==> src/rtl/fht_loader.sv <==
// fht_loader
// ----------
// Input-side frame loader for the FHT core. Accepts unextended ADC samples
// over a valid/ready handshake and scatters each N-point frame
// (N = 4 * 2^A_BIT) across the four RAM(A) banks of fht_top. Once the last
// sample of a frame has been written, it issues a one-cycle start strobe.
// It then holds the stream off until the transform reports ready again.
//
// Optional feature macro: FHT_LOAD_BITREV_EN
//   defined   : the sample index is bit-reversed over A_BIT+2 bits before the
//               bank/address split, so the input permutation is done here.
//   undefined : natural order; the downstream stage handles any reordering.
//
// Ports
//   iCLK         single clock
//   iRESET       synchronous, active-high reset
//   iDATA        ADC sample (D_BIT-1 bits, passed through unextended)
//   iVALID       sample valid
//   oREADY       loader accepts a sample this cycle
//   iFHT_RDY     oRDY of fht_top
//   oDATA        write data to fht_top
//   oADDR_WR     per-bank write address to fht_top
//   oWE_0..oWE_3 bank write enables (one-hot on a write, else all low)
//   oSTART       one-cycle start strobe to fht_top
//   oBUSY        high while waiting for the transform to complete
//   oFRAME_DONE  one-cycle pulse when the transform completes
//   oFRAME_CNT   completed-frame counter, wraps 0xFFFF -> 0
module fht_loader #(
  parameter int D_BIT = 17,
  parameter int A_BIT = 8
) (
  input  logic             iCLK,
  input  logic             iRESET,
  input  logic [D_BIT-2:0] iDATA,
  input  logic             iVALID,
  output logic             oREADY,
  input  logic             iFHT_RDY,
  output logic [D_BIT-2:0] oDATA,
  output logic [A_BIT-1:0] oADDR_WR,
  output logic             oWE_0,
  output logic             oWE_1,
  output logic             oWE_2,
  output logic             oWE_3,
  output logic             oSTART,
  output logic             oBUSY,
  output logic             oFRAME_DONE,
  output logic [15:0]      oFRAME_CNT
);

  localparam int N_BIT = A_BIT + 2;

  typedef enum logic [1:0] {
    LOAD     = 2'd0,
    FIRE     = 2'd1,
    WAIT_LOW = 2'd2,
    WAIT_HI  = 2'd3
  } state_t;

  state_t           state;
  state_t           next_state;
  logic [N_BIT-1:0] sample_idx;
  logic [N_BIT-1:0] word_idx;
  logic             xfer;
  logic             last_sample;
  logic             in_wait;

  // oREADY is a registered copy of (state == LOAD), so this is exactly the
  // handshake condition seen by the upstream source.
  assign xfer        = iVALID && oREADY;
  assign last_sample = &sample_idx;
  assign in_wait     = (state == WAIT_LOW) || (state == WAIT_HI);

  // Map the sample index onto a RAM word; low two bits select the bank.
`ifdef FHT_LOAD_BITREV_EN
  always_comb begin
    word_idx = '0;
    for (int i = 0; i < N_BIT; i++) begin
      word_idx[i] = sample_idx[N_BIT-1-i];
    end
  end
`else
  always_comb begin
    word_idx = sample_idx;
  end
`endif

  // State register.
  always_ff @(posedge iCLK) begin
    if (iRESET) begin
      state <= LOAD;
    end else begin
      state <= next_state;
    end
  end

  // WAIT_LOW swallows a ready left over from the previous frame, so that
  // only a fresh low->high edge of iFHT_RDY completes this frame.
  always_comb begin
    next_state = state;
    case (state)
      LOAD:     if (xfer && last_sample) next_state = FIRE;
      FIRE:     next_state = WAIT_LOW;
      WAIT_LOW: if (!iFHT_RDY) next_state = WAIT_HI;
      WAIT_HI:  if (iFHT_RDY) next_state = LOAD;
      default:  next_state = LOAD;
    endcase
  end

  // Registered handshake/status outputs. oSTART follows one cycle behind
  // FIRE so the final RAM write has landed before the core starts. oBUSY
  // drops in the same cycle as oFRAME_DONE, when the state returns to LOAD.
  always_ff @(posedge iCLK) begin
    if (iRESET) begin
      oREADY      <= 1'b1;
      oSTART      <= 1'b0;
      oBUSY       <= 1'b0;
      oFRAME_DONE <= 1'b0;
      oFRAME_CNT  <= '0;
    end else begin
      oREADY      <= (next_state == LOAD);
      oSTART      <= (state == FIRE);
      oBUSY       <= in_wait && (next_state != LOAD);
      oFRAME_DONE <= (state == WAIT_HI) && iFHT_RDY;
      if ((state == WAIT_HI) && iFHT_RDY) begin
        oFRAME_CNT <= oFRAME_CNT + 16'd1;
      end
    end
  end

  // Write path. Each accepted sample produces exactly one single-cycle
  // write. Data and address are zeroed between writes so that stale values
  // never accompany an idle cycle. The index wraps naturally to 0 after N-1.
  always_ff @(posedge iCLK) begin
    if (iRESET) begin
      sample_idx <= '0;
      oDATA      <= '0;
      oADDR_WR   <= '0;
      oWE_0      <= 1'b0;
      oWE_1      <= 1'b0;
      oWE_2      <= 1'b0;
      oWE_3      <= 1'b0;
    end else if (xfer) begin
      sample_idx <= sample_idx + 1'b1;
      oDATA      <= iDATA;
      oADDR_WR   <= word_idx[N_BIT-1:2];
      oWE_0      <= (word_idx[1:0] == 2'd0);
      oWE_1      <= (word_idx[1:0] == 2'd1);
      oWE_2      <= (word_idx[1:0] == 2'd2);
      oWE_3      <= (word_idx[1:0] == 2'd3);
    end else begin
      oDATA      <= '0;
      oADDR_WR   <= '0;
      oWE_0      <= 1'b0;
      oWE_1      <= 1'b0;
      oWE_2      <= 1'b0;
      oWE_3      <= 1'b0;
    end
  end

endmodule
==> config.mk <==
export PLATFORM = sky130hd
export DESIGN_NAME = fht_loader
export DESIGN_NICKNAME = d
export VERILOG_FILES = /design/src/rtl/fht_loader.sv
export SDC_FILE = /design/constraint.sdc
export NUM_CORES = 1
export LEC_CHECK = 0
export ABC_AREA = 1
export BUFFER_PORTS_ARGS = -buffer_cell sky130_fd_sc_hd__buf_4
export CORE_ASPECT_RATIO = 0.8
export CORE_MARGIN = 1
export CORE_UTILIZATION = 40
export CTS_CLUSTER_DIAMETER = 50
export DETAILED_ROUTE_END_ITERATION = 6
export SLEW_MARGIN = 10
export SYNTH_ARGS = -nofsm -noshare
export SYNTH_HDL_FRONTEND = slang
export SYNTH_SLANG_ARGS = --single-unit
==> constraint.sdc <==
create_clock -name iCLK -period 1.75 [get_ports iCLK]
set_input_delay 0.35 -clock iCLK [delete_from_list [all_inputs] [get_ports iCLK]]
set_output_delay 0.35 -clock iCLK [all_outputs]
set_load 0.05 [all_outputs]
==> summary.md, run 1 <==
| Metric | Value |
|---|---|
| Outcome | `complete, no violations` |
| Synth Instances | `297` |
| HPWL after DPL | `3.38 mm` |
| Relative slew slack | `0.779` |
| Initial antenna violation count | `0` |
| Clk root buf | `clkbuf_8` |
| P_leak | `1.50 nW` |
| Unique masters post-synth | `25` |
| Min Tclk post-route | `1.52 ns` |
| Cell taking the most area after synthesis | `dfxtp_1` |
| Die height | `70.4 µm` |
| # IOs | `68` |
| Crit share post-route | `0.870` |
| Fillcell total | `555` |
| Global-route wire length before repair | `7.71 mm` |
| Worst Setup End Kind | `register` |
| GP Congestion | `0.798` |
| Reg area | `1200 µm²` |
| Synth top area cells | `dfxtp_1 51%, nor2_1 9.5%, nand2_1 8.4%` |
| Count of input and output buffers | `67` |
| Setup Buffers After CTS | `0` |
| Slowest stage delay, CP | `0.41 ns` |
| Total track usage | `0.168` |
| H-tree depth | `3` |
| Congestion Overflow GR | `0` |
| DRT Pass-1 Iters | `4` |
| Starting Density | `0.423` |
| Adder-cell share of the synthesized area | `0.0268` |
| Seq/Total Area, Yosys | `0.514` |
| Max-cap violations | `0` |
| Cell Area, Synth | `2340 µm²` |
| Main combinational cell family by area after synthesis | `simple AND/OR/NAND/NOR gates` |
| Area after DPL | `2920 µm²` |
| Clk buf depth | `2` |
| Multi-input gate area | `906 µm²` |
| Vias in the first global route | `1664` |
| Compound-cell area share of the yosys netlist | `0.0621` |
| Yosys top cell area share | `0.514` |
| Xor and xnor area share after synthesis | `0` |
| Post-CTS Resized | `0` |
| TritonCTS Buffers | `9` |
| FF-to-FF setup slack | `0.23 ns` |
| WS Path Type | `reg -> reg` |
| Yosys warnings | `0` |
| Total Die Area | `6150 µm²` |
| Core Region | `5530 µm²` |
| Layout net count | `397` |
| Fin. max-slew vios | `0` |
| FMAX | `657 MHz` |
| Hold buffer count at CTS | `0` |
| Overall routed net length | `4.74 mm` |
| Largest net degree at the start of global routing | `28` |
| CP required | `1.96 ns` |
| Number of remaining DRC errors | `0` |
| Die width | `87.5 µm` |
| ANT cells | `0` |
| Post-DRT Antenna Nets | `0` |
| Detailed-route via count | `2001` |
| Final Hold Viols | `0` |
| Clock transition at path regs | `0.06 ns` |
| Initial DRC count | `75` |
| Std-Cell Rows | `24` |
| Worst min-delay path category | `in -> reg` |
| Finished Cell Area | `3110 µm²` |
| Critical path cell sequence | `ha_1 -> nand3_1 -> nor2_1 -> nand3_1 -> nor2_1 -> nor3b_2` |
| Synth Register Bits | `60` |
| CP max-delay cell | `dfxtp_1` |
| Post-synthesis mux area share | `0` |
| Synth Area in Simple Gates | `0.299` |
| Setup violators final | `0` |
| Slew @ Worst Pin | `0.330 ns` |
| CTS tree | `yes` |
| Syn_nets | `322` |
| Crit path launch type | `register` |
| Worst Clk Skew | `0.00537 ns` |
| Share of cells above drive strength 1 | `0.261` |
| P&R area growth vs syn | `33.0%` |
| Setup_tns | `0 ns` |
| PD cells | `901 nW/µm²` |
| Per-cell routed wire length | `10.5 µm` |
| CP max FO | `6` |
| VDD IR max | `600 µV` |
| Clk_lat worst skew | `0.33 ns` |
| RSZ-0062 raised after global routing | `no` |
| CTS sink cnt | `60` |
| Worst EP arrival | `1.74 ns` |
| Vias per cell | `4.42` |
| Synth Area per Inst | `7.87 µm²` |
through the flow:
stage,util,hold slack (ns),cells,power (mW),worst slack [ns]
after detailed placement,0.528,0.456,439,1.62,0.279
final,0.563,0.229,453,2.80,0.228
after global routing,0.563,0.214,453,2.94,0.131
after floorplan,-,0.420,297,1.55,0.0314
after global placement,0.528,0.454,439,1.62,0.309
after CTS,0.563,0.214,453,2.85,0.265
synthesized netlist by cell type:
cell type	count
nand4_1	5
nand2_1	52
inv_2	1
nor2_4	5
nor2_8	1
buf_4	1
inv_1	51
a211oi_1	2
dfxtp_1	60
o21ai_1	1
nor2_1	59
nand3_2	1
nand2_4	1
nor3_1	4
nand4_2	1
buf_2	2
nand2_2	2
nor3b_2	3
clkbuf_1	1
nand3_1	12
a21oi_1	15
ha_1	5
clkbuf_8	1
nor3_2	1
o21ai_0	10
worst paths after layout:
kind / cells after the start / start / to
setup / recovery: 6 / oFRAME_CNT[0] / oFRAME_CNT[10]
hold / removal: 3 / iDATA[8] / oDATA[8]
setup reg to reg: 6 / oFRAME_CNT[0] / oFRAME_CNT[10]
hold reg to reg: 2 / sample_idx[6] / oADDR_WR[4]
cells in the final DEF, fill, tap and decap left out, drive strengths merged:
cell type  synthesis  routed
buf                3      69
nor2              65      65
dfxtp             60      60
nand2             55      55
inv               52      52
a21oi             15      15
nand3             13      13
clkbuf             2      12
o21ai             11      11
nand4              6       6
ha                 5       5
nor3               5       5
nor3b              3       3
a211oi             2       2
bufinv             0       1
clkinv             0       1
cell type report:
cell class | instances | area share
sequential | 60 | 0.386
multi-input combinational | 180 | 0.291
timing repair buffer | 69 | 0.167
inverter | 52 | 0.0628
clock buffer | 12 | 0.0499
tap | 78 | 0.0314
clock inverter | 2 | 0.0113
worst max-delay path: cells and delay by family (launching register included):
| family | cells | cell delay, ns |
|---|---|---|
| DFF | 1 | 0.41 |
| adders and majority gates | 1 | 0.26 |
| and+or+nand+nor | 5 | 0.72 |
power by group:
part | switching, mW | internal [mW] | total, mW
Sequential | 0.00881 | 1.39 | 1.40
Clock | 0.496 | 0.718 | 1.21
Combinational | 0.122 | 0.0683 | 0.190
flip-flops by register name, indices dropped and copies added (netlist names):
register     flops
oADDR_WR         8
oBUSY            1
oDATA           16
oFRAME_CNT      16
oFRAME_DONE      1
oREADY           1
oSTART           1
oWE_0            1
oWE_1            1
oWE_2            1
oWE_3            1
sample_idx      10
state            2
cells by family (layout without fill, tap and decap cells):
family | count (synthesis) | count (layout)
simple gates | 147 | 147
fa+ha+maj | 5 | 5
compound gates | 28 | 28
flops | 60 | 60
buf+inv | 57 | 135
metal layers:
layer	routed length [µm]	share of wire	track usage	up-vias
met5	0	0	0	-
met4	55	0.012	0.0656	0
met3	303	0.064	0.0745	6
met2	2090	0.44	0.235	52
met1	2290	0.48	0.226	885
li1	-	-	-	1058
No activity file was read; power rests on OpenSTA's default activity.
==> run 2, diff against run 1 <==
Clock period 1.75 ns to 1.9 ns, I/O delays scaled along.
==> summary.md, run 2 (same netlist as run 1, synthesis figures left out) <==
| Metric | Value |
|---|---|
| # IOs | `68 (unchanged)` |
| Grt met3 use | `0.0721 (-0.00236)` |
| Hold Path End | `oDATA[8]` |
| Met2 usage | `0.244 (+0.00868)` |
| P&R area growth vs syn | `32.4%` |
| Critical path cell sequence | `ha_1 -> nand3_1 -> nor2_1 -> nand3_1 -> nor2_1 -> nor3b_2` |
| ANT cells | `0 (unchanged)` |
| Post-CTS Resized | `0 (unchanged)` |
| Setup Buffers After CTS | `0 (unchanged)` |
| RSZ-0062 raised after global routing | `no` |
| Clock transition at path regs | `0.06 ns (about the same)` |
| Layer with the highest usage | `met2` |
| Worst setup margin | `0.374 ns (+0.146 ns)` |
| WS Path Type | `reg -> reg` |
| Worst EP arrival | `1.74 ns (about the same)` |
| Total Die Area | `6150 µm² (unchanged)` |
| Setup_tns | `0 ns (unchanged)` |
| Congestion Overflow GR | `0 (unchanged)` |
| Layout net count | `397 (unchanged)` |
| VDD IR max | `427 µV (-29%)` |
| Most common cell after layout, fill and taps aside | `buf_4` |
| CP max FO | `6 (unchanged)` |
| Worst Hold Depth | `3 (unchanged)` |
| Setup violators final | `0 (unchanged)` |
| Total track usage | `0.168 (-0.000625)` |
| Outcome | `complete, no violations` |
| Origin of the worst min-delay path | `iDATA[8]` |
| Fin. max-slew vios | `0 (unchanged)` |
| RR Startpoint | `oFRAME_CNT[0]` |
| TritonCTS Buffers | `9 (unchanged)` |
| Hold buffer count at CTS | `0 (unchanged)` |
| Count of input and output buffers | `67 (unchanged)` |
| Crit path launch type | `register` |
| R2r endpoint | `oFRAME_CNT[10]` |
| Global-route wire length before repair | `7.74 mm (+0.44%)` |
| CP max-delay cell | `dfxtp_1` |
| Setup slack at placement | `0.402 ns (+0.123 ns)` |
| P_leak | `1.48 nW (-0.74%)` |
| Worst Clk Skew | `0.00568 ns (+0.000314 ns)` |
| Clk root buf | `clkbuf_8` |
| Crit share post-route | `0.803 (-0.0666)` |
| Vias per cell | `4.40 (-0.32%)` |
| Largest net degree at the start of global routing | `28 (unchanged)` |
| CTS sink cnt | `60 (unchanged)` |
| WP buf/inv | `0 (unchanged)` |
| Worst Setup End Kind | `register` |
| Overall routed net length | `4.69 mm (-1.0%)` |
| FMAX | `655 MHz (-0.26%)` |
| Fillcell total | `564 (+1.6%)` |
| PD cells | `797 nW/µm² (-12%)` |
| Clk_lat worst skew | `0.33 ns (about the same)` |
| DRT Pass-1 Iters | `4 (unchanged)` |
| Max-cap violations | `0 (unchanged)` |
| Die width | `87.5 µm (unchanged)` |
| FF-to-FF setup slack | `0.37 ns (+0.15 ns)` |
| CP required | `2.12 ns (+0.16 ns)` |
| Std-Cell Rows | `24 (unchanged)` |
| CTS tree | `yes` |
| Core Region | `5530 µm² (unchanged)` |
| Relative slew slack | `0.792 (+0.0125)` |
| Top Registers | `oDATA x16, oFRAME_CNT x16, sample_idx x10` |
| Global-route met1 utilization | `0.218 (-0.00789)` |
| Final Hold Viols | `0 (unchanged)` |
| Slowest stage delay, CP | `0.42 ns (about the same)` |
| GP Congestion | `0.800 (+0.25%)` |
| Most frequent cells in the layout | `69 x buf_4, 60 x dfxtp_1, 59 x nor2_1` |
| Post-DRT Antenna Nets | `0 (unchanged)` |
| Share of cells above drive strength 1 | `0.266 (+0.00462)` |
| Detailed-route via count | `1999 (-0.10%)` |
| R2R cell count | `6 (unchanged)` |
| HPWL after DPL | `3.43 mm (+1.7%)` |
| Starting Density | `0.423 (unchanged)` |
| Initial antenna violation count | `0 (unchanged)` |
| H-tree depth | `3 (unchanged)` |
| Vias in the first global route | `1746 (+4.9%)` |
| Slew @ Worst Pin | `0.311 ns (-0.0187 ns)` |
| Top delay family on crit path | `simple AND/OR/NAND/NOR gates` |
| Initial DRC count | `70 (-6.7%)` |
| Min Tclk post-route | `1.53 ns (+0.00393 ns)` |
| Die height | `70.4 µm (unchanged)` |
| Worst min-delay path category | `in -> reg` |
| Per-cell routed wire length | `10.3 µm (-1.2%)` |
| Clk buf depth | `2 (unchanged)` |
| Number of remaining DRC errors | `0 (unchanged)` |
[run 2: changes by cell type in the layout (fill, tap and decap cells not counted), sizes merged]
cell,delta
clkinvlp,+2
clkbuf,-1
bufinv,-1
clkinv,+1
[run 2: metal layers]
layer,vias up,routed length [µm]
li1,1066,-
met1,884,2330
met2,43,2040
met3,6,258
met4,0,67
met5,-,0
[run 2: final cells by class]
| cell class | instances | area, µm² | area share |
|---|---|---|---|
| sequential | 60 | 1200 | 0.388 |
| tap | 78 | 97.6 | 0.0315 |
| inverter | 52 | 195 | 0.0631 |
| timing repair buffer | 69 | 518 | 0.167 |
| clock inverter | 4 | 25.0 | 0.00809 |
| clock buffer | 11 | 151 | 0.0489 |
| multi-input combinational | 180 | 906 | 0.293 |
[run 2: worst max-delay path by stage]
stage | endpoint | slack [ns] | depth (start not counted) | from
final | oFRAME_CNT[10] | 0.37 | 6 | oFRAME_CNT[0]
after global routing | oFRAME_CNT[12] | 0.26 | 6 | oFRAME_CNT[0]
after CTS | oFRAME_CNT[10] | 0.38 | 6 | oFRAME_CNT[0]
after detailed placement | oFRAME_CNT[10] | 0.40 | 6 | oFRAME_CNT[0]
after global placement | oFRAME_CNT[12] | 0.46 | 6 | oFRAME_CNT[0]
after floorplan | oFRAME_CNT[10] | 0.18 | 6 | oFRAME_CNT[0]
[run 2: worst register-to-register path: stages (launching register included)]
cell and delay, ns:
dfxtp_1 0.42, ha_1 0.26, nand3_1 0.10, nor2_1 0.27
nand3_1 0.16, nor2_1 0.16, nor3b_2 0.06
[run 2: metrics by stage]
step	utilization	cell area (µm²)	hold slack, ns	cells	total power, mW
after global routing	0.560	3090	0.242	454	2.56
after CTS	0.560	3090	0.241	454	2.50
after floorplan	-	2340	0.430	297	1.42
final	0.560	3090	0.254	454	2.46
after detailed placement	0.528	2920	0.450	439	1.49
after global placement	0.528	2920	0.455	439	1.49
[run 2: power by group]
group / internal, mW / switching [mW] / total, mW
combinational: 0.0630 / 0.113 / 0.176
sequential: 1.28 / 0.00845 / 1.29
clock: 0.531 / 0.471 / 1.00
==> run 3, diff against run 2 <==
Settings changed: PLACE_DENSITY set to 0.67.
Clock period 1.9 ns to 1.2 ns, I/O delays scaled along.
==> summary.md, run 3 (same netlist as run 1, synthesis figures left out) <==
| Metric | Value |
|---|---|
| Critical path cell sequence | `ha_4 -> nand3_4 -> nor2_4 -> nand3_2 -> nor2_2 -> nor3b_2` |
| Starting Density | `0.423 (unchanged)` |
| Failing checks | `setup timing` |
| Switching share of total power | `0.231 (-0.00899)` |
| HPWL after DPL | `3.74 mm (+8.9%)` |
| Die width | `87.5 µm (unchanged)` |
| Post-Layout Cell Count | `465 (+2.4%)` |
| Total Die Area | `6150 µm² (unchanged)` |
| Largest net degree at the start of global routing | `28 (unchanged)` |
| VDD IR max | `1060 µV (+150%)` |
| Die height | `70.4 µm (unchanged)` |
| FMAX | `820 MHz (+25%)` |
| Clk root buf | `clkbuf_8` |
| Post-DRT Antenna Nets | `0 (unchanged)` |
| Most common cell after layout, fill and taps aside | `buf_4` |
| DRT Pass-1 Iters | `4 (unchanged)` |
| Number of remaining DRC errors | `0 (unchanged)` |
| Sequential share of power | `0.488 (-0.034)` |
| Worst Setup End Kind | `register` |
| Top delay family on crit path | `simple AND/OR/NAND/NOR gates` |
| # IOs | `68 (unchanged)` |
| Setup violators final | `1 (+1)` |
| Worst Clk Skew | `0.0107 ns (+0.00503 ns)` |
| Initial antenna violation count | `0 (unchanged)` |
| Fin. max-slew vios | `0 (unchanged)` |
| Clk pwr share | `0.441 (+0.035)` |
| Most frequent cells in the layout | `74 x buf_4, 53 x nor2_1, 50 x inv_1` |
| Core Region | `5530 µm² (unchanged)` |
| GP Congestion | `0.822 (+2.8%)` |
| Internal power | `3.18 mW (+70%)` |
| Global-route wire length before repair | `8.49 mm (+9.7%)` |
| Per-cell routed wire length | `11.1 µm (+7.8%)` |
| Clk_lat worst skew | `0.34 ns (about the same)` |
| CTS sink cnt | `60 (unchanged)` |
| CP max-delay cell | `dfxtp_4` |
| PD cells | `1240 nW/µm² (+55%)` |
| Slew @ Worst Pin | `0.269 ns (-0.0424 ns)` |
| Total track usage | `0.184 (+0.0162)` |
| Hold buffer count at CTS | `0 (unchanged)` |
| Vias in the first global route | `1843 (+5.6%)` |
| Clock transition at path regs | `0.07 ns (about the same)` |
| Relative slew slack | `0.819 (+0.0271)` |
| Congestion Overflow GR | `0 (unchanged)` |
| Combinational power share | `0.071 (about the same)` |
| Switching Power | `0.957 mW (+62%)` |
| Detailed-route via count | `2055 (+2.8%)` |
| Tot Pwr | `4.14 mW (+68%)` |
| CP max FO | `6 (unchanged)` |
| Vias per cell | `4.42 (+0.37%)` |
| Setup Buffers After CTS | `0 (unchanged)` |
| Initial DRC count | `98 (+40%)` |
| P&R area growth vs syn | `43.3%` |
| Min Tclk post-route | `1.22 ns (-0.307 ns)` |
| Overall routed net length | `5.18 mm (+10%)` |
| Crit share post-route | `1.02 (+0.213)` |
| Top Registers | `oDATA x16, oFRAME_CNT x16, sample_idx x10` |
| Share of cells above drive strength 1 | `0.370 (+0.104)` |
| Clk buf depth | `2 (unchanged)` |
| RSZ-0062 raised after global routing | `yes` |
| P_leak | `1.60 nW (+7.8%)` |
| Crit path launch type | `register` |
| CTS tree | `yes` |
| WS Path Type | `reg -> reg` |
| Std-Cell Rows | `24 (unchanged)` |
| Worst min-delay path category | `in -> reg` |
| CP required | `1.43 ns (-0.69 ns)` |
| ANT cells | `0 (unchanged)` |
| H-tree depth | `3 (unchanged)` |
| Max-cap violations | `0 (unchanged)` |
| TritonCTS Buffers | `9 (unchanged)` |
| WP buf/inv | `0 (unchanged)` |
| Slowest stage delay, CP | `0.38 ns (-0.04 ns)` |
| Final Hold Viols | `0 (unchanged)` |
| Layout net count | `407 (+2.5%)` |
| Outcome | `finished, violations left` |
| Worst EP arrival | `1.45 ns (-0.29 ns)` |
| Placed Instances | `449 (+2.3%)` |
| Worst setup margin | `-0.0190 ns (-0.393 ns)` |
| Count of input and output buffers | `67 (unchanged)` |
==> run 3: cell count changes in the layout (fill, tap and decap cells not counted), moves of 3 or more <==
| cell | previous run | this run |
|---|---|---|
| buf_4 | 69 | 74 |
| buf_6 | 0 | 4 |
| dfxtp_4 | 0 | 8 |
| nor2_2 | 0 | 4 |
| dfxtp_2 | 0 | 10 |
| nand2_1 | 52 | 49 |
| nor2_1 | 59 | 53 |
| nand3_1 | 12 | 9 |
| dfxtp_1 | 60 | 42 |
==> run 3: stage by stage <==
| stage | setup TNS (ns) | instance area, µm² | worst slack (ns) | hold WS, ns | util |
|---|---|---|---|---|---|
| final | -0.0190 | 3350 | -0.0190 | 0.118 | 0.606 |
| after global placement | 0 | 3090 | 0.0162 | 0.444 | 0.559 |
| after CTS | 0 | 3300 | 0.00164 | 0.0994 | 0.597 |
| after detailed placement | -0.0158 | 3090 | -0.00702 | 0.457 | 0.559 |
| after floorplan | -0.188 | 2420 | -0.0621 | 0.302 | - |
| after global routing | -0.517 | 3350 | -0.0822 | 0.104 | 0.606 |
==> run 3: worst register-to-register path, stage by stage, from the launching register on <==
cell and delay [ns]:
dfxtp_4 0.38, ha_4 0.17, nand3_4 0.07, nor2_4 0.19, nand3_2 0.12, nor2_2 0.15
nor3b_2 0.05
==> run 3: metal layers <==
layer  GRT usage  routed length, µm
met5           0                  0
met4      0.0820                 93
met3      0.0638                277
met2       0.261               2280
met1       0.250               2530
==> run 3: worst paths after layout <==
check,start,end,slack (ns),cells after the start
worst max register to register,oFRAME_CNT[0],oFRAME_CNT[12],-0.02,6
worst min register to register,sample_idx[6],oADDR_WR[4],0.46,2
worst max-delay path,oFRAME_CNT[0],oFRAME_CNT[12],-0.02,6
worst min-delay path,iDATA[13],oDATA[13],0.12,3
==> run 3: cell type report <==
class	count	area (µm²)
clock buffers	12	155
fillers	509	2180
inverters	52	195
well taps	78	97.6
multi-input cells	180	990
flip-flops and latches	60	1240
repair buffers	79	621
clock inverters	4	46.3
==> run 3: power by group through the flow <==
stage	combinational, mW	sequential, mW	clock, mW
global placement	0.293	2.06	0
CTS	0.296	2.02	1.89
floorplan	0.0812	2.16	0
global route	0.323	2.02	1.98
finish	0.296	2.02	1.83
detailed placement	0.295	2.06	0
==> run 3: what timing repair did <==
action / 4_1_cts / 5_1_grt
pin swaps: 1 / 10
gates resized for setup: 4 / 16
endpoints found under the setup margin: 7 / 23
